`src/rtl/core_pkg.sv`:
```
// Shared write-back definitions: register address width, write-back entry
// layout and the port-arbiter state encoding.
package core_pkg;

  localparam int REG_AW    = 5;
  localparam int WB_DWIDTH = 32;

  // One queued long-latency result; kill marks it as superseded by a younger
  // pipeline write to the same destination register.
  typedef struct packed {
    logic                 kill;
    logic [REG_AW-1:0]    rd;
    logic [WB_DWIDTH-1:0] data;
  } wb_entry_t;

  typedef enum logic [1:0] {
    WBA_IDLE,
    WBA_DRAIN,
    WBA_FORCE
  } wbarb_state_e;

endpackage

```
`src/rtl/wb_kill_fifo.sv`:
```
// Small circular FIFO of write-back entries. Besides push/pop it can mark
// every stored entry whose rd matches kill_rd as killed, all in one cycle.
module wb_kill_fifo
  import core_pkg::*;
#(
  parameter int DEPTH = 4,
  parameter int CW    = $clog2(DEPTH + 1)
) (
  input  logic              clk,
  input  logic              reset,
  input  logic              push,
  input  wb_entry_t         push_entry,
  input  logic              pop,
  input  logic              kill_en,
  input  logic [REG_AW-1:0] kill_rd,
  output wb_entry_t         head,
  output logic [CW-1:0]     count
);

  localparam int AW = $clog2(DEPTH);

  wb_entry_t       mem [DEPTH];
  logic [AW-1:0]   wr_ptr;
  logic [AW-1:0]   rd_ptr;

  // Entry storage: parallel kill marking, then the push write. A same-cycle
  // push carries its own kill bit, so writing it last is correct.
  always_ff @(posedge clk or negedge reset) begin
    if (!reset) begin
      for (int i = 0; i < DEPTH; i++) mem[i] <= '0;
    end else begin
      for (int i = 0; i < DEPTH; i++) begin
        if (kill_en && (mem[i].rd == kill_rd)) mem[i].kill <= 1'b1;
      end
      if (push) mem[wr_ptr] <= push_entry;
    end
  end

  // Pointers wrap naturally since DEPTH is a power of two; occupancy count.
  always_ff @(posedge clk or negedge reset) begin
    if (!reset) begin
      wr_ptr <= '0;
      rd_ptr <= '0;
      count  <= '0;
    end else begin
      if (push) wr_ptr <= wr_ptr + 1'b1;
      if (pop)  rd_ptr <= rd_ptr + 1'b1;
      count <= count + CW'(push) - CW'(pop);
    end
  end

  assign head = mem[rd_ptr];

endmodule

```
`src/rtl/wb_port_arbiter.sv`:
```
// Register-file write-port arbiter between the pipeline writeback stage and
// the long-latency unit. Pipeline writes pass through with priority; LL results
// queue and drain into idle port cycles, with a forced one-cycle pipeline stall
// when the queue head has been blocked for too long.
//
//  state     | meaning
//  ----------+-----------------------------------------------------------
//  WBA_IDLE  | FIFO empty, nothing waiting
//  WBA_DRAIN | FIFO non-empty, head drains into idle port cycles
//  WBA_FORCE | one-cycle stall of the pipeline to pop the starved head
module wb_port_arbiter
  import core_pkg::*;
#(
  parameter int DWIDTH   = WB_DWIDTH,
  parameter int DEPTH    = 4,
  parameter int MAX_WAIT = 8
) (
  input  logic                       clk,
  input  logic                       reset,
  input  logic                       pipe_we_i,
  input  logic [REG_AW-1:0]          pipe_rd_i,
  input  logic [DWIDTH-1:0]          pipe_data_i,
  input  logic                       ll_valid_i,
  output logic                       ll_ready_o,
  input  logic [REG_AW-1:0]          ll_rd_i,
  input  logic [DWIDTH-1:0]          ll_data_i,
  output logic                       rf_we_o,
  output logic [REG_AW-1:0]          rf_rd_o,
  output logic [DWIDTH-1:0]          rf_data_o,
  output logic                       stall_o,
  output logic [$clog2(DEPTH+1)-1:0] fifo_cnt_o
);

  localparam int CW = $clog2(DEPTH + 1);
  localparam int WW = $clog2(MAX_WAIT + 1);

  wbarb_state_e      state_q, state_d;
  logic [WW-1:0]     wait_q, wait_d;
  logic [CW-1:0]     count, cnt_nxt;
  wb_entry_t         head, push_entry;
  logic              push, pop, kill_en, pipe_act, fifo_empty, has_room;
  logic              rf_we_c, stall_c;
  logic [REG_AW-1:0] rf_rd_c;
  logic [DWIDTH-1:0] rf_data_c;

  assign fifo_empty = (count == '0);
  assign has_room   = (count < CW'(DEPTH));
  assign pipe_act   = pipe_we_i && (pipe_rd_i != '0);
  // x0 results are acknowledged but dropped.
  assign push       = ll_valid_i && has_room && (ll_rd_i != '0);
  assign cnt_nxt    = count + CW'(push) - CW'(pop);

  always_comb begin
    push_entry      = '0;
    push_entry.kill = kill_en && (ll_rd_i == pipe_rd_i);
    push_entry.rd   = ll_rd_i;
    push_entry.data = ll_data_i;
  end

  wb_kill_fifo #(
    .DEPTH (DEPTH),
    .CW    (CW)
  ) u_fifo (
    .clk        (clk),
    .reset      (reset),
    .push       (push),
    .push_entry (push_entry),
    .pop        (pop),
    .kill_en    (kill_en),
    .kill_rd    (pipe_rd_i),
    .head       (head),
    .count      (count)
  );

  // Per-cycle port decision: forced drain, then pipeline, then idle-slot drain.
  always_comb begin
    rf_we_c   = 1'b0;
    rf_rd_c   = '0;
    rf_data_c = '0;
    stall_c   = 1'b0;
    pop       = 1'b0;
    kill_en   = 1'b0;
    if (state_q == WBA_FORCE) begin
      stall_c = 1'b1;
      pop     = !fifo_empty;
      rf_we_c = !fifo_empty && !head.kill;
    end else if (pipe_act) begin
      rf_we_c   = 1'b1;
      rf_rd_c   = pipe_rd_i;
      rf_data_c = pipe_data_i;
      kill_en   = 1'b1;
      // A killed head costs no port cycle, so retire it behind the pipe write.
      pop       = !fifo_empty && head.kill;
    end else if (!fifo_empty) begin
      pop     = 1'b1;
      rf_we_c = !head.kill;
    end
    if (rf_we_c && !pipe_act) begin
      rf_rd_c   = head.rd;
      rf_data_c = head.data;
    end
    if (state_q == WBA_FORCE && rf_we_c) begin
      rf_rd_c   = head.rd;
      rf_data_c = head.data;
    end
  end

  // Next-state and starvation counter. FORCE is entered in the same cycle the
  // counter reaches MAX_WAIT, so the stall lands MAX_WAIT+1 cycles after push.
  always_comb begin
    wait_d  = '0;
    state_d = (cnt_nxt != '0) ? WBA_DRAIN : WBA_IDLE;
    case (state_q)
      WBA_DRAIN: begin
        if (!pop && !fifo_empty) begin
          wait_d = wait_q + 1'b1;
          if (wait_d == WW'(MAX_WAIT)) state_d = WBA_FORCE;
        end
      end
      default: wait_d = '0;
    endcase
  end

  // FSM state and wait counter registers.
  always_ff @(posedge clk or negedge reset) begin
    if (!reset) begin
      state_q <= WBA_IDLE;
      wait_q  <= '0;
    end else begin
      state_q <= state_d;
      wait_q  <= wait_d;
    end
  end

  // Outputs are held quiet while reset is asserted, including pass-through.
  assign rf_we_o    = reset && rf_we_c;
  assign rf_rd_o    = reset ? rf_rd_c : '0;
  assign rf_data_o  = reset ? rf_data_c : '0;
  assign stall_o    = reset && stall_c;
  assign ll_ready_o = reset && has_room;
  assign fifo_cnt_o = count;

endmodule

```
`config.mk`:
```
export PLATFORM = sky130hd
export DESIGN_NAME = wb_port_arbiter
export DESIGN_NICKNAME = d
export VERILOG_FILES = /design/src/rtl/core_pkg.sv /design/src/rtl/wb_kill_fifo.sv /design/src/rtl/wb_port_arbiter.sv
export SDC_FILE = /design/constraint.sdc
export NUM_CORES = 1
export LEC_CHECK = 0
export CORE_AREA = 2 2 132 134
export CTS_BUF_LIST = sky130_fd_sc_hd__clkbuf_16
export CTS_CLUSTER_SIZE = 14
export DETAILED_ROUTE_END_ITERATION = 8
export DIE_AREA = 0 0 134 136
export HOLD_SLACK_MARGIN = 0.08
export MAX_ROUTING_LAYER = met4
export PLACE_DENSITY = 0.77
export REMOVE_ABC_BUFFERS = 1
export SETUP_SLACK_MARGIN = 0.4
export SYNTH_ARGS = -nofsm -noshare
export SYNTH_HDL_FRONTEND = slang
export SYNTH_SLANG_ARGS = --single-unit
```
`constraint.sdc`:
```
create_clock -name clk -period 2.45 [get_ports clk]
set_clock_uncertainty 0.15 [all_clocks]
set_input_delay 0.49 -clock clk [delete_from_list [all_inputs] [get_ports clk]]
set_output_delay 0.49 -clock clk [all_outputs]
set_load 0.01 [all_outputs]
```
After elaboration in Yosys (flattened, before gate mapping)
Index checks and enable logic that the tools add are counted. Widths: inputs -> output; s select.

Register bits: 165. Input port bits: 78. Output and inout port bits: 43. Word-level logic and storage cells: 97.

Add/sub/neg operators: 5. $lt $le $gt $ge: 4. Equality and inequality tests: 8. Muxes and demuxes: 36. Bitwise logic cells: 2. Reductions and logical operators: 25.

Operator list (count): $mux 32 (5); $bwmux 152 (1); $mux 152 (1); $mux 38 (3); $bmux 38 s2 (1); $demux 38 s2 (1); $eq 5x5->1 (5); $mux 5 (5); $logic_and 1x1->1 (17); $mux 1 (14); $reduce_bool 5->1 (2); $mux 4 (2); $ge 3x3->1 const B (2); $mux 2 (3); $not 2->3 (2); $add 2x1->2 const B (2); $add 4x1->4 const B (1); $eq 4x4->1 const B (1); $logic_not 1->1 (4); $add 3x1->3 (1); $logic_not 3->1 (1); $lt 3x1->1 const B (1); $lt 3x3->1 const B (1); $reduce_bool 3->1 (1); 3 further kinds (3).

Depth between registers and ports, before layout
Gate-level depths: netlist of run 1.

Depth after elaboration: 13. Gate-level depth with buffers: 10.

By module
A second synthesis of run 1 with hierarchy kept.

Cells, all modules: 615. Area, all modules: 8401.8 um^2.

By module, submodules not included: wb_kill_fifo (times used 1, cells an instance 437, area each 7358.3 um^2, seq. area each 3978.8 um^2); wb_port_arbiter (times used 1, cells an instance 178, area each 1043.5 um^2, seq. area each 150.1 um^2).

Worst setup path before layout of run 1
Ideal clock, no wire load.

Path type: input to register. Start: input port pipe_rd_i[4]. End: register state_q[0]. Library setup time: 126 ps. Data arrival time: 2735 ps. Data required time: 2174 ps. Path slack: -561 ps. Cell stages on the path: 9. Path through: buf_2 or4_4 o211ai_2 o21ba_2 ha_1 inv_1 ha_1 fa_1 o32a_1.

Word-level cells in the longest chain between the ends: 10.

Ends and longest elaborated chain: start, declared (line wb_port_arbiter.sv:21) `input logic [REG_AW-1:0] pipe_rd_i,`; $reduce_bool 5->1 (*) (line wb_port_arbiter.sv:48) `assign pipe_act = pipe_we_i && (pipe_rd_i != '0);`; $logic_and 1x1->1 (*) (line wb_port_arbiter.sv:48); $mux 1 (*) (line wb_port_arbiter.sv:87) `end else if (pipe_act) begin`; $mux 1 (*) (line wb_port_arbiter.sv:83) `if (state_q == WBA_FORCE) begin`; $sub 3x1->3 (*) (line wb_port_arbiter.sv:51) `assign cnt_nxt = count + CW'(push) - CW'(pop);`; net cnt_nxt[1] (line wb_port_arbiter.sv:39) `logic [CW-1:0] count, cnt_nxt;`; $reduce_bool 3->1 (*) (line wb_port_arbiter.sv:112) `state_d = (cnt_nxt != '0) ? WBA_DRAIN : WBA_IDLE;`; $mux 1 (*) (line wb_port_arbiter.sv:112); $mux 2 (line wb_port_arbiter.sv:117) `if (wait_d == WW'(MAX_WAIT)) state_d = WBA_FORCE;`; $mux 2 (line wb_port_arbiter.sv:115) `if (!pop && !fifo_empty) begin`; $mux 2 (*) (line wb_port_arbiter.sv:113) `case (state_q)`; net state_d[0] (line wb_port_arbiter.sv:37) `wbarb_state_e state_q, state_d;`; end signal, assigned (line wb_port_arbiter.sv:130) `state_q <= state_d;`; end, declared (line wb_port_arbiter.sv:37).

Mark *: on every way through the listed nets, which the timed path passes. The rest lies on a longest branch. A chain may end at the register's enable or synchronous reset.

Worst setup path after layout of run 1
Start: register u_fifo.rd_ptr[1]. End: register state_q[0].

Word-level cells in the longest chain between the ends: 13.

Ends and longest elaborated chain: start, declared (line wb_kill_fifo.sv:24) `logic [AW-1:0] rd_ptr;`; start signal, assigned (line wb_kill_fifo.sv:47) `if (pop) rd_ptr <= rd_ptr + 1'b1;`; $not 2->3 (implied by the code) (*) (line wb_kill_fifo.sv:52) `assign head = mem[rd_ptr];`; $bmux 38 s2 (*) (line wb_kill_fifo.sv:52); $mux 38 (implied by the code) (*) (2 in series) (line wb_kill_fifo.sv:52); $logic_and 1x1->1 (*) (line wb_port_arbiter.sv:93) `pop = !fifo_empty && head.kill;`; $mux 1 (*) (line wb_port_arbiter.sv:87); $mux 1 (*) (line wb_port_arbiter.sv:83); $sub 3x1->3 (*) (line wb_port_arbiter.sv:51); net cnt_nxt[2] (line wb_port_arbiter.sv:39); $reduce_bool 3->1 (*) (line wb_port_arbiter.sv:112); $mux 1 (*) (line wb_port_arbiter.sv:112); $mux 2 (line wb_port_arbiter.sv:117); $mux 2 (line wb_port_arbiter.sv:115); $mux 2 (*) (line wb_port_arbiter.sv:113); net state_d[0] (line wb_port_arbiter.sv:37).

Mark *: on every way through the listed nets, which the timed path passes. The rest lies on a longest branch. The select of a mux whose other input is x is not followed.

==> metrics, run 1 <==
status=finished with violations; failing checks=negative setup slack; Yosys top cell area share=between 40% and 50%; clk sink count=roughly 170; fraction of registers with async set/reset=between 90% and 100%; GR Overflow Total=0; fmax=between 0.3 and 0.4 GHz; largest family of logic cells by synthesized area=multiplexers; adder-cell area share of the yosys netlist=under 10%; Util after Layout=67.90%; Synth top cells by count=dfrtp_1 (165), mux2_2 (148), nand2_1 (40), mux4_2 (38), buf_2 (25); number of remaining DRC errors=0; complex-gate fraction of the synthesized area=4.486%; ANT nets after route=0; mapped cell area=about 8300 um2; Worst setup SP type=flop; simple-gate share of the synthesized area=under 10%; Max stage delay cell, worst path=mux4_2; Slew headroom=43.05%; synthesized area per cell=between 10 and 15 um2; Finished Layout Cells=1024; Post-synth EDFFs=0; largest area contributor in the synthesized netlist=dfrtp_1; Final nets=874; Die Width=roughly 130 um; Finished Cell Area=11460 um2; die area=18220 um2; critical path class=flop to flop; mux contribution to synthesized area=30.83%; clk slew on worst S/H paths=approximately 60 ps; Final Setup Violations=41; drt first pass iters=4; first-pass GRT wire length=~35000 um; Power Density=1327 nW/um2; DR WL/cell=~22 um; TritonCTS Buffers=17; CTS Buffer Depth=2; cells taking the most area after synthesis=dfrtp_1 (50%), mux2_2 (20%), mux4_2 (10%), nand3_2 (2.4%), a21oi_2 (2.2%); Layout area overhead=37.86%; post-DP HPWL=13800 um; initial antenna violation count=0; vias in the first global route=6397; via/cell ratio=about 5.7; Root Driver=clkbuf_16; ANT cells=0; Initial DRC Count=283; max-slew violation count=0; CTS tree=built; final hold violation count=0; RSZ-0062 raised after global routing=yes; crit path DAT=slightly above 3000 ps; Max-Cap Viols=0; H-Tree Level Count=4; R2R depth=9; Final Cycle Share=118.3%; Hold WC Path Type=input pin to asynchronous set/reset pin; CORE AREA=16880 um2; largest net degree at the start of global routing=166; vias=5852; GRT Overall Usage=26.17%; cell row count=48; Tightest Pin Transition=between 800 and 900 ps; CP peak stage delay=between 500 and 600 ps; Clock Latency Late Sink=430 ps; I/O pins=between 100 and 150; routability cong.=between 0.8 and 0.9; final hold slack=98.79 ps; maximum VDD drop=0.5819 mV; layout cell share with drive strength beyond 1=55.07%; DP Cell Count=963; DP Area=10190 um2; Setup TNS=-14740 ps; Lkg Pwr=4.930 nW; post-route setup slack=-447.2 ps; CP Capture Type=flop; Cell variety after synth=36; Mapped Cells=601; final WL=22940 um; Synth Warn #=0; Post-synth top flop=dfrtp_1; Hold-fix buffers, CTS=0; Die Span Y=around 140 um; Port Buf Inserts=120; flops & latches, synth=about 170; fin crit period=2897 ps; Required @ worst endpoint=2610 ps; count leader, synth=dfrtp_1; Initial Utilization=49.25%; xor and xnor fraction of the mapped netlist area=roughly 3.4%; register area share after synthesis=between 40% and 50%; Max FO, Critical Path=2; critical path, cell by cell=mux4_2, buf_4, o21ba_2, ha_1, inv_1, ha_2, fa_2, xnor2_2, o32a_1
==> routing by layer <==
metal	global-route usage, %	vias up	share of wire, %
li1	-	2562	-
met4	8.452	0	1.5
met5	-	-	0
met1	31.51	3099	39
met2	44.33	165	54
met3	5.593	26	5.7
==> metrics by stage <==
step                      setup slack, ps  power [mW]
after floorplan                     -2478       8.622
after global placement              -1007       10.65
after detailed placement            -1065       11.02
after CTS                          -442.5       14.30
after global routing               -513.2       15.94
final                              -447.2       15.21
==> layout by cell type, fill, tap and decap left out, types with 3 or more instances in the layout <==
| cell | instances |
|---|---|
| buf_4 | 40 |
| buf_12 | 17 |
| clkbuf_16 | 19 |
| nor2_1 | 7 |
| clkinv_4 | 3 |
| xnor2_1 | 13 |
| buf_6 | 32 |
| nand2_1 | 36 |
| ha_1 | 6 |
| buf_16 | 4 |
| buf_2 | 39 |
| bufinv_16 | 3 |
| dlygate4sd2_1 | 5 |
| xor2_1 | 18 |
| clkinvlp_4 | 3 |
| clkdlybuf4s50_1 | 70 |
| a21oi_1 | 3 |
| nand3_2 | 11 |
| nand2_4 | 4 |
| a21oi_2 | 32 |
| nand3_1 | 7 |
| mux2i_1 | 4 |
| nand3_4 | 18 |
| mux2_2 | 148 |
| mux4_2 | 38 |
| nor2_4 | 4 |
| nor3_1 | 6 |
| dfrtp_1 | 163 |
| inv_1 | 7 |
==> worst max-delay path, delay by kind of cell (launching register included) <==
family | cells | cell delay [ps]
buffers and inverters | 2 | 210
adders and majority gates | 3 | 820
xor gates and xnor gates | 1 | 170
muxes | 1 | 540
DFF | 1 | 370
AOI/OAI and AO/OA | 2 | 510
==> power breakdown <==
part / internal (mW) / switching [mW]
sequential: 4.09 / 0.795
clock: 1.59 / 1.10
combinational: 4.32 / 3.31
total: 10.0 / 5.21
==> what timing repair did <==
action                     4_1_cts  5_1_grt
gates resized for setup        221       67
pin swaps                       19       35
setup endpoints to repair       68      184
buffers inserted                21        3
cloned                           5        2
==> worst paths after layout <==
| check | from | slack [ps] | end |
|---|---|---|---|
| min reg2reg | flop | 350 | flop |
| min | reset | 100 | u_fifo.mem[75] |
| min in group clk | flop | 350 | flop |
| max in group asynchronous | reset | 1420 | u_fifo.rd_ptr[1] |
| max reg2reg | u_fifo.rd_ptr[1] | -450 | state_q[0] |
| max | u_fifo.rd_ptr[1] | -450 | state_q[0] |
==> area by class of cell <==
type                            count  area (um2)
Clock buffer                       17       425.4
Clock inverter                     13       160.2
Fill cell                        1149        5418
Inverter                            8       35.03
Multi-Input combinational cell    383        4277
Sequential cell                   165        4131
Tap cell                          225       281.5
Timing Repair Buffer              213        2148
==> logic make-up (layout without fill, tap and decap cells) <==
| family | after synthesis | in the layout |
|---|---|---|
| AND/OR/NAND/NOR | 104 | 104 |
| XOR/XNOR | 32 | 32 |
| adder cells (fa/ha/maj) | 8 | 8 |
| buffers and inverters | 53 | 251 |
| multiplexers | 190 | 190 |
| AO/OA/AOI/OAI | 49 | 49 |
| flip-flops | 165 | 165 |
(Power assumes the default switching activity.)
==> run 2: changes to the inputs <==
- CORE_AREA: 2 2 132 134 -> 2 2 122 124
- DIE_AREA: 0 0 134 136 -> 0 0 124 126
- GPL_ROUTABILITY_DRIVEN: unset -> 0
- PLACE_DENSITY: 0.77 -> 0.85
- clock period: 2.45 -> 3.34 ns (I/O delays scaled with it)
==> run 2 against run 1 <==
Compared with the run above: non-clock buffer count decreased by 42; wire length decreased by 6.8%; final area down 6.1%; critical path type is now input pin to primary output; global-route usage grew 3.2 points; the run now ends clean; setup slack improved by 640 ps; largest cell class is now registers.
==> metrics, run 2 (same netlist as run 1, synthesis figures left out) <==
CP Capture Type=primary output; max-slew violation count=0 (unchanged); most common cell after layout, fill and taps aside=dfrtp_1; Tightest Pin Transition=1135 ps (+280.9 ps); Slew headroom=24.33% (-19 points); Hold-fix buffers, CTS=0 (unchanged); ANT cells=0 (unchanged); largest net degree at the start of global routing=93 (-44%); Die Width=124 um (-7.5%); cell row count=44 (-8.3%); Worst setup SP type=input pin; Final Cycle Share=94.36%; Max FO, Critical Path=11 (+9); Die Span Y=126 um (-7.4%); drt first pass iters=4 (unchanged); crit path DAT=2330 ps (-720 ps); CORE AREA=14310 um2 (-15%); GR Overflow Total=0 (unchanged); Initial Utilization=58.07% (+8.8 points); H-Tree Level Count=4 (unchanged); maximum VDD drop=0.5626 mV (-3.3%); Port Buf Inserts=120 (unchanged); TritonCTS Buffers=17 (unchanged); commonest non-fill, non-tap cells in the layout=dfrtp_1 (163), mux2_2 (148), clkdlybuf4s50_1 (75); sum of buffers and inverters on the critical path=4 (+2); vias in the first global route=6180 (-3.4%); Max-Cap Viols=0 (unchanged); Initial DRC Count=402 (+42%); Final nets=832 (-4.8%); pre-CTS setup slack=-452.0 ps (+613.5 ps); post-DP HPWL=12890 um (-6.6%); Hold WC Path Type=input pin to asynchronous set/reset pin; Clock Latency Late Sink=430 ps (about the same); GRT Overall Usage=29.33% (+3.2 points); via/cell ratio=6.060 (+6.0%); fillers=841 (-27%); status=finished clean; CTS tree=built; die area=15620 um2 (-14%); number of remaining DRC errors=0 (unchanged); Lkg Pwr=4.591 nW (-6.9%); Max stage delay cell, worst path=or4_4; final WL=21370 um (-6.8%); layout cell share with drive strength beyond 1=50.73% (-4.3 points); ANT nets after route=0 (unchanged); most frequent CP cell=buf_6; CP peak stage delay=570 ps (+30 ps); Pwr Total=9.996 mW (-34%); clk slew on worst S/H paths=60 ps (about the same); Final Setup Violations=0 (-100%); first-pass GRT wire length=33120 um (-5.6%); Layout area overhead=29.51%; Root Driver=clkbuf_16; DP Cell Count=893 (-7.3%); clk sink count=165 (unchanged); Finished Layout Cells=941 (-8.1%); I/O pins=121 (unchanged); fmax=roughly 0.32 GHz; critical path, cell by cell=buf_6, or4_4, buf_6, o211a_4, buf_12, nand2_1, a21oi_2, clkdlybuf4s15_2; fin crit period=3152 ps; final hold slack=307.0 ps (+208.2 ps); initial antenna violation count=0 (unchanged); Power Density=928.6 nW/um2 (-30%); CTS Buffer Depth=2 (unchanged); vias=5702 (-2.6%); critical path class=input pin to primary output; CP delay by family, top=simple AND/OR/NAND/NOR gates; Required @ worst endpoint=2520 ps (-90 ps); RSZ-0062 raised after global routing=yes; final hold violation count=0 (unchanged); post-route setup slack=188.2 ps (+635.4 ps); DR WL/cell=22.71 um (+1.4%)
[run 2: cell types whose count changed in the layout (fill, tap and decap cells not counted), moves of 7 or more]
| cell | delta |
|---|---|
| buf_12 | -7 |
| buf_4 | -14 |
| nand3_4 | -16 |
| nand2_1 | -11 |
| clkdlybuf4s15_2 | +12 |
| nand2_2 | +10 |
| buf_2 | -11 |
| buf_6 | -23 |
| nand3_2 | +11 |
[run 2: repair_timing]
action	in CTS	in global routing
pin swaps	8	10
buffers inserted	8	4
endpoints found under the setup margin	40	39
gates cloned	4	2
resized for setup	163	47
[run 2: final cells by class]
type	instances	area [um2]	share of cell area, %
clock inverters	13	142.6	1.325
flip-flops and latches	165	4131	38.38
clock buffers	17	425.4	3.952
multi-input cells	383	4064	37.75
well taps	184	230.2	2.139
inverters	8	30.03	0.2790
repair buffers	171	1740	16.17
[run 2: metal layers]
| layer | routed length (um) | track usage (%) | up-vias | part of all wire (%) |
|---|---|---|---|---|
| met5 | 0 | - | - | 0 |
| met2 | 11130 | 48.06 | 202 | 52 |
| li1 | - | - | 2471 | - |
| met1 | 8538 | 36.12 | 2990 | 40 |
| met4 | 503 | 9.782 | 0 | 2.4 |
| met3 | 1192 | 6.612 | 39 | 5.6 |
[run 2: through the flow]
stage	utilization, %	setup TNS [ps]	area, um2
finish	75.20	0	10760
global route	75.20	0	10760
CTS	74.39	0	10650
detailed placement	68.81	-15850	9849
global placement	68.81	-15250	9849
floorplan	-	-73120	8053
[run 2: worst register-to-register path: cells and delay by family, from the launching register on]
| family | cells | cell delay (ps) |
|---|---|---|
| buffers and inverters | 1 | 50 |
| AO/OA/AOI/OAI | 2 | 540 |
| multiplexers | 1 | 560 |
| flip-flops | 1 | 390 |
| XOR/XNOR | 1 | 160 |
| adder cells (fa/ha/maj) | 3 | 830 |
[run 2: where the power goes]
part | leakage, nW | switching [mW] | internal, mW
Combinational | 2.32 | 1.95 | 2.49
Sequential | 1.99 | 0.639 | 3.00
Clock | 0.280 | 0.763 | 1.15
Total | 4.59 | 3.35 | 6.65
[run 2: worst paths after layout]
kind | startpoint | to | slack (ps) | cells past startpoint
max | pipe_rd_i[3] | rf_data_o[20] | 190 | 8
min in group clk | wait_q[0] | wait_q[0] | 330 | 1
max reg2reg | u_fifo.rd_ptr[1] | state_q[0] | 530 | 8
min | reset | u_fifo.mem[151] | 310 | 2
max in group asynchronous | reset | asynchronous set/reset pin | 1060 | 3
min reg2reg | wait_q[0] | wait_q[0] | 330 | 1
==> run 3: changes to the inputs <==
--- a/constraint.sdc
+++ b/constraint.sdc
@@ -3,3 +3,3 @@
 set_input_delay 0.668 -clock clk [delete_from_list [all_inputs] [get_ports clk]]
 set_output_delay 0.668 -clock clk [all_outputs]
-set_load 0.01 [all_outputs]
+set_load 0.02 [all_outputs]
==> run 3 against run 2 <==
Compared with the run above: total power rose by 6.1%; hold slack got worse by 7.2 ps; global-route usage fell by 0.35 points; via count rose by 0.96%; fmax rose by 0.27%; combinational power rose by 14%; wire length fell by 1.6%; critical path depth rose by 1.
==> metrics, run 3 (same netlist as run 1, synthesis figures left out) <==
status=finished clean; H-Tree Level Count=4 (unchanged); drt first pass iters=5 (+1); DR WL/cell=22.13 um (-2.6%); footprint of the multi-input gates=4144 um2 (+2.0%); final WL=21020 um (-1.6%); cell row count=44 (unchanged); Required @ worst endpoint=2520 ps (about the same); CORE AREA=14310 um2 (unchanged); Die Width=124 um (unchanged); Clock Latency Late Sink=420 ps (about the same); Initial Utilization=58.07% (unchanged); ANT cells=0 (unchanged); clk sink count=165 (unchanged); max-slew violation count=0 (unchanged); vias in the first global route=6273 (+1.5%); Slew headroom=39.97% (+16 points); GR Overflow Total=0 (unchanged); Port Buf Inserts=120 (unchanged); Worst setup SP type=input pin; CTS tree=built; commonest non-fill, non-tap cells in the layout=dfrtp_1 (163), mux2_2 (148), clkdlybuf4s50_1 (75); Max FO, Critical Path=6 (-5); RSZ-0062 raised after global routing=yes; GRT Overall Usage=28.98% (-0.35 points); flop-to-flop setup slack=380 ps (-150 ps); die area=15620 um2 (unchanged); maximum VDD drop=0.4809 mV (-15%); sequential cell area=4131 um2 (unchanged); CP Capture Type=primary output; initial antenna violation count=0 (unchanged); Finished Layout Cells=950 (+0.96%); most common cell after layout, fill and taps aside=dfrtp_1; Root Driver=clkbuf_16; via/cell ratio=6.060 (about the same); Hold WC Path Type=input pin to asynchronous set/reset pin; first-pass GRT wire length=32770 um (-1.1%); clk slew on worst S/H paths=60 ps (about the same); Layout area overhead=31.63%; critical path class=input pin to primary output; post-route setup slack=196.6 ps (+8.356 ps); Util after Layout=76.43% (+1.2 points); Power Density=969.7 nW/um2 (+4.4%); Lkg Pwr=4.652 nW (+1.3%); DP Cell Count=894 (+0.11%); pre-CTS setup slack=-542.4 ps (-90.45 ps); fmax=0.3181 GHz (+0.27%); Tightest Pin Transition=900.5 ps (-234.6 ps); CTS Buffer Depth=2 (unchanged); crit path DAT=2330 ps (about the same); Final Setup Violations=0 (unchanged); vias=5757 (+0.96%); ANT nets after route=0 (unchanged); Max-Cap Viols=0 (unchanged); number of remaining DRC errors=0 (unchanged); post-DP HPWL=12530 um (-2.8%); Final Cycle Share=94.11% (-0.25 points); Final nets=840 (+0.96%); Die Span Y=126 um (unchanged); fin crit period=3143 ps (-8.356 ps); largest net degree at the start of global routing=72 (-23%); final hold violation count=0 (unchanged); layout cell share with drive strength beyond 1=51.04% (+0.32 points); TritonCTS Buffers=17 (unchanged); I/O pins=121 (unchanged); fillers=821 (-2.4%); Initial DRC Count=290 (-28%); Setup TNS=0 ps (unchanged)
==> run 3: per-stage QoR <==
step,total power [mW],instance area (um2),hold slack (ps)
after floorplan,6.469,8053,222.4
after global placement,7.671,9844,294.9
after detailed placement,7.901,9844,310.4
after CTS,10.23,10750,317.9
after global routing,11.15,10940,339.3
final,10.61,10940,299.8
==> run 3: what timing repair did <==
| item | in CTS | in global routing |
|---|---|---|
| gates resized for setup | 242 | 29 |
| hold buffers | 2 | 0 |
| hold endpoints to repair | 25 | 0 |
| cloned | 4 | 2 |
| pin swaps | 14 | 19 |
| setup endpoints to repair | 41 | 40 |
| setup buffers | 15 | 2 |
==> run 3: where the power goes <==
group / total [mW] / leakage [nW] / switching, mW / internal (mW)
clock: 1.92 / 0.293 / 0.768 / 1.15
sequential: 3.61 / 1.99 / 0.610 / 3.00
combinational: 5.07 / 2.37 / 2.22 / 2.85
total: 10.6 / 4.65 / 3.60 / 7.01
==> run 3: critical path, stage by stage <==
cell      delay [ps]
buf_6             90
or4_4            560
o211ai_4         220
buf_12           140
buf_8            120
buf_16           140
nand3_4           80
a21oi_4          170
buf_6            140
==> run 3: per-layer routing <==
metal / vias up / track usage [%] / wire [um]
li1: 2495 / - / -
met1: 2998 / 35.54 / 8498
met2: 211 / 47.58 / 10960
met3: 53 / 4.982 / 1005
met4: 0 / 12.16 / 563
met5: - / - / 0
==> run 3: layout make-up <==
| type | count | share of cell area [%] |
|---|---|---|
| multi-input cells | 383 | 37.88 |
| well taps | 184 | 2.104 |
| clock buffers | 17 | 3.888 |
| clock inverters | 14 | 1.349 |
| inverters | 8 | 0.2973 |
| repair buffers | 179 | 16.72 |
| flip-flops and latches | 165 | 37.76 |
==> run 3: path summary, 6_finish.rpt <==
check                                             end         start  depth (start not counted)
min reg2reg                                 wait_q[0]     wait_q[0]                          1
min                        asynchronous set/reset pin         reset                          2
max                                     rf_data_o[29]  pipe_rd_i[1]                          9
min in group clk                            wait_q[0]     wait_q[0]                          1
max reg2reg                                state_q[0]    state_q[1]                         12
max in group asynchronous            u_fifo.rd_ptr[0]         reset                          2
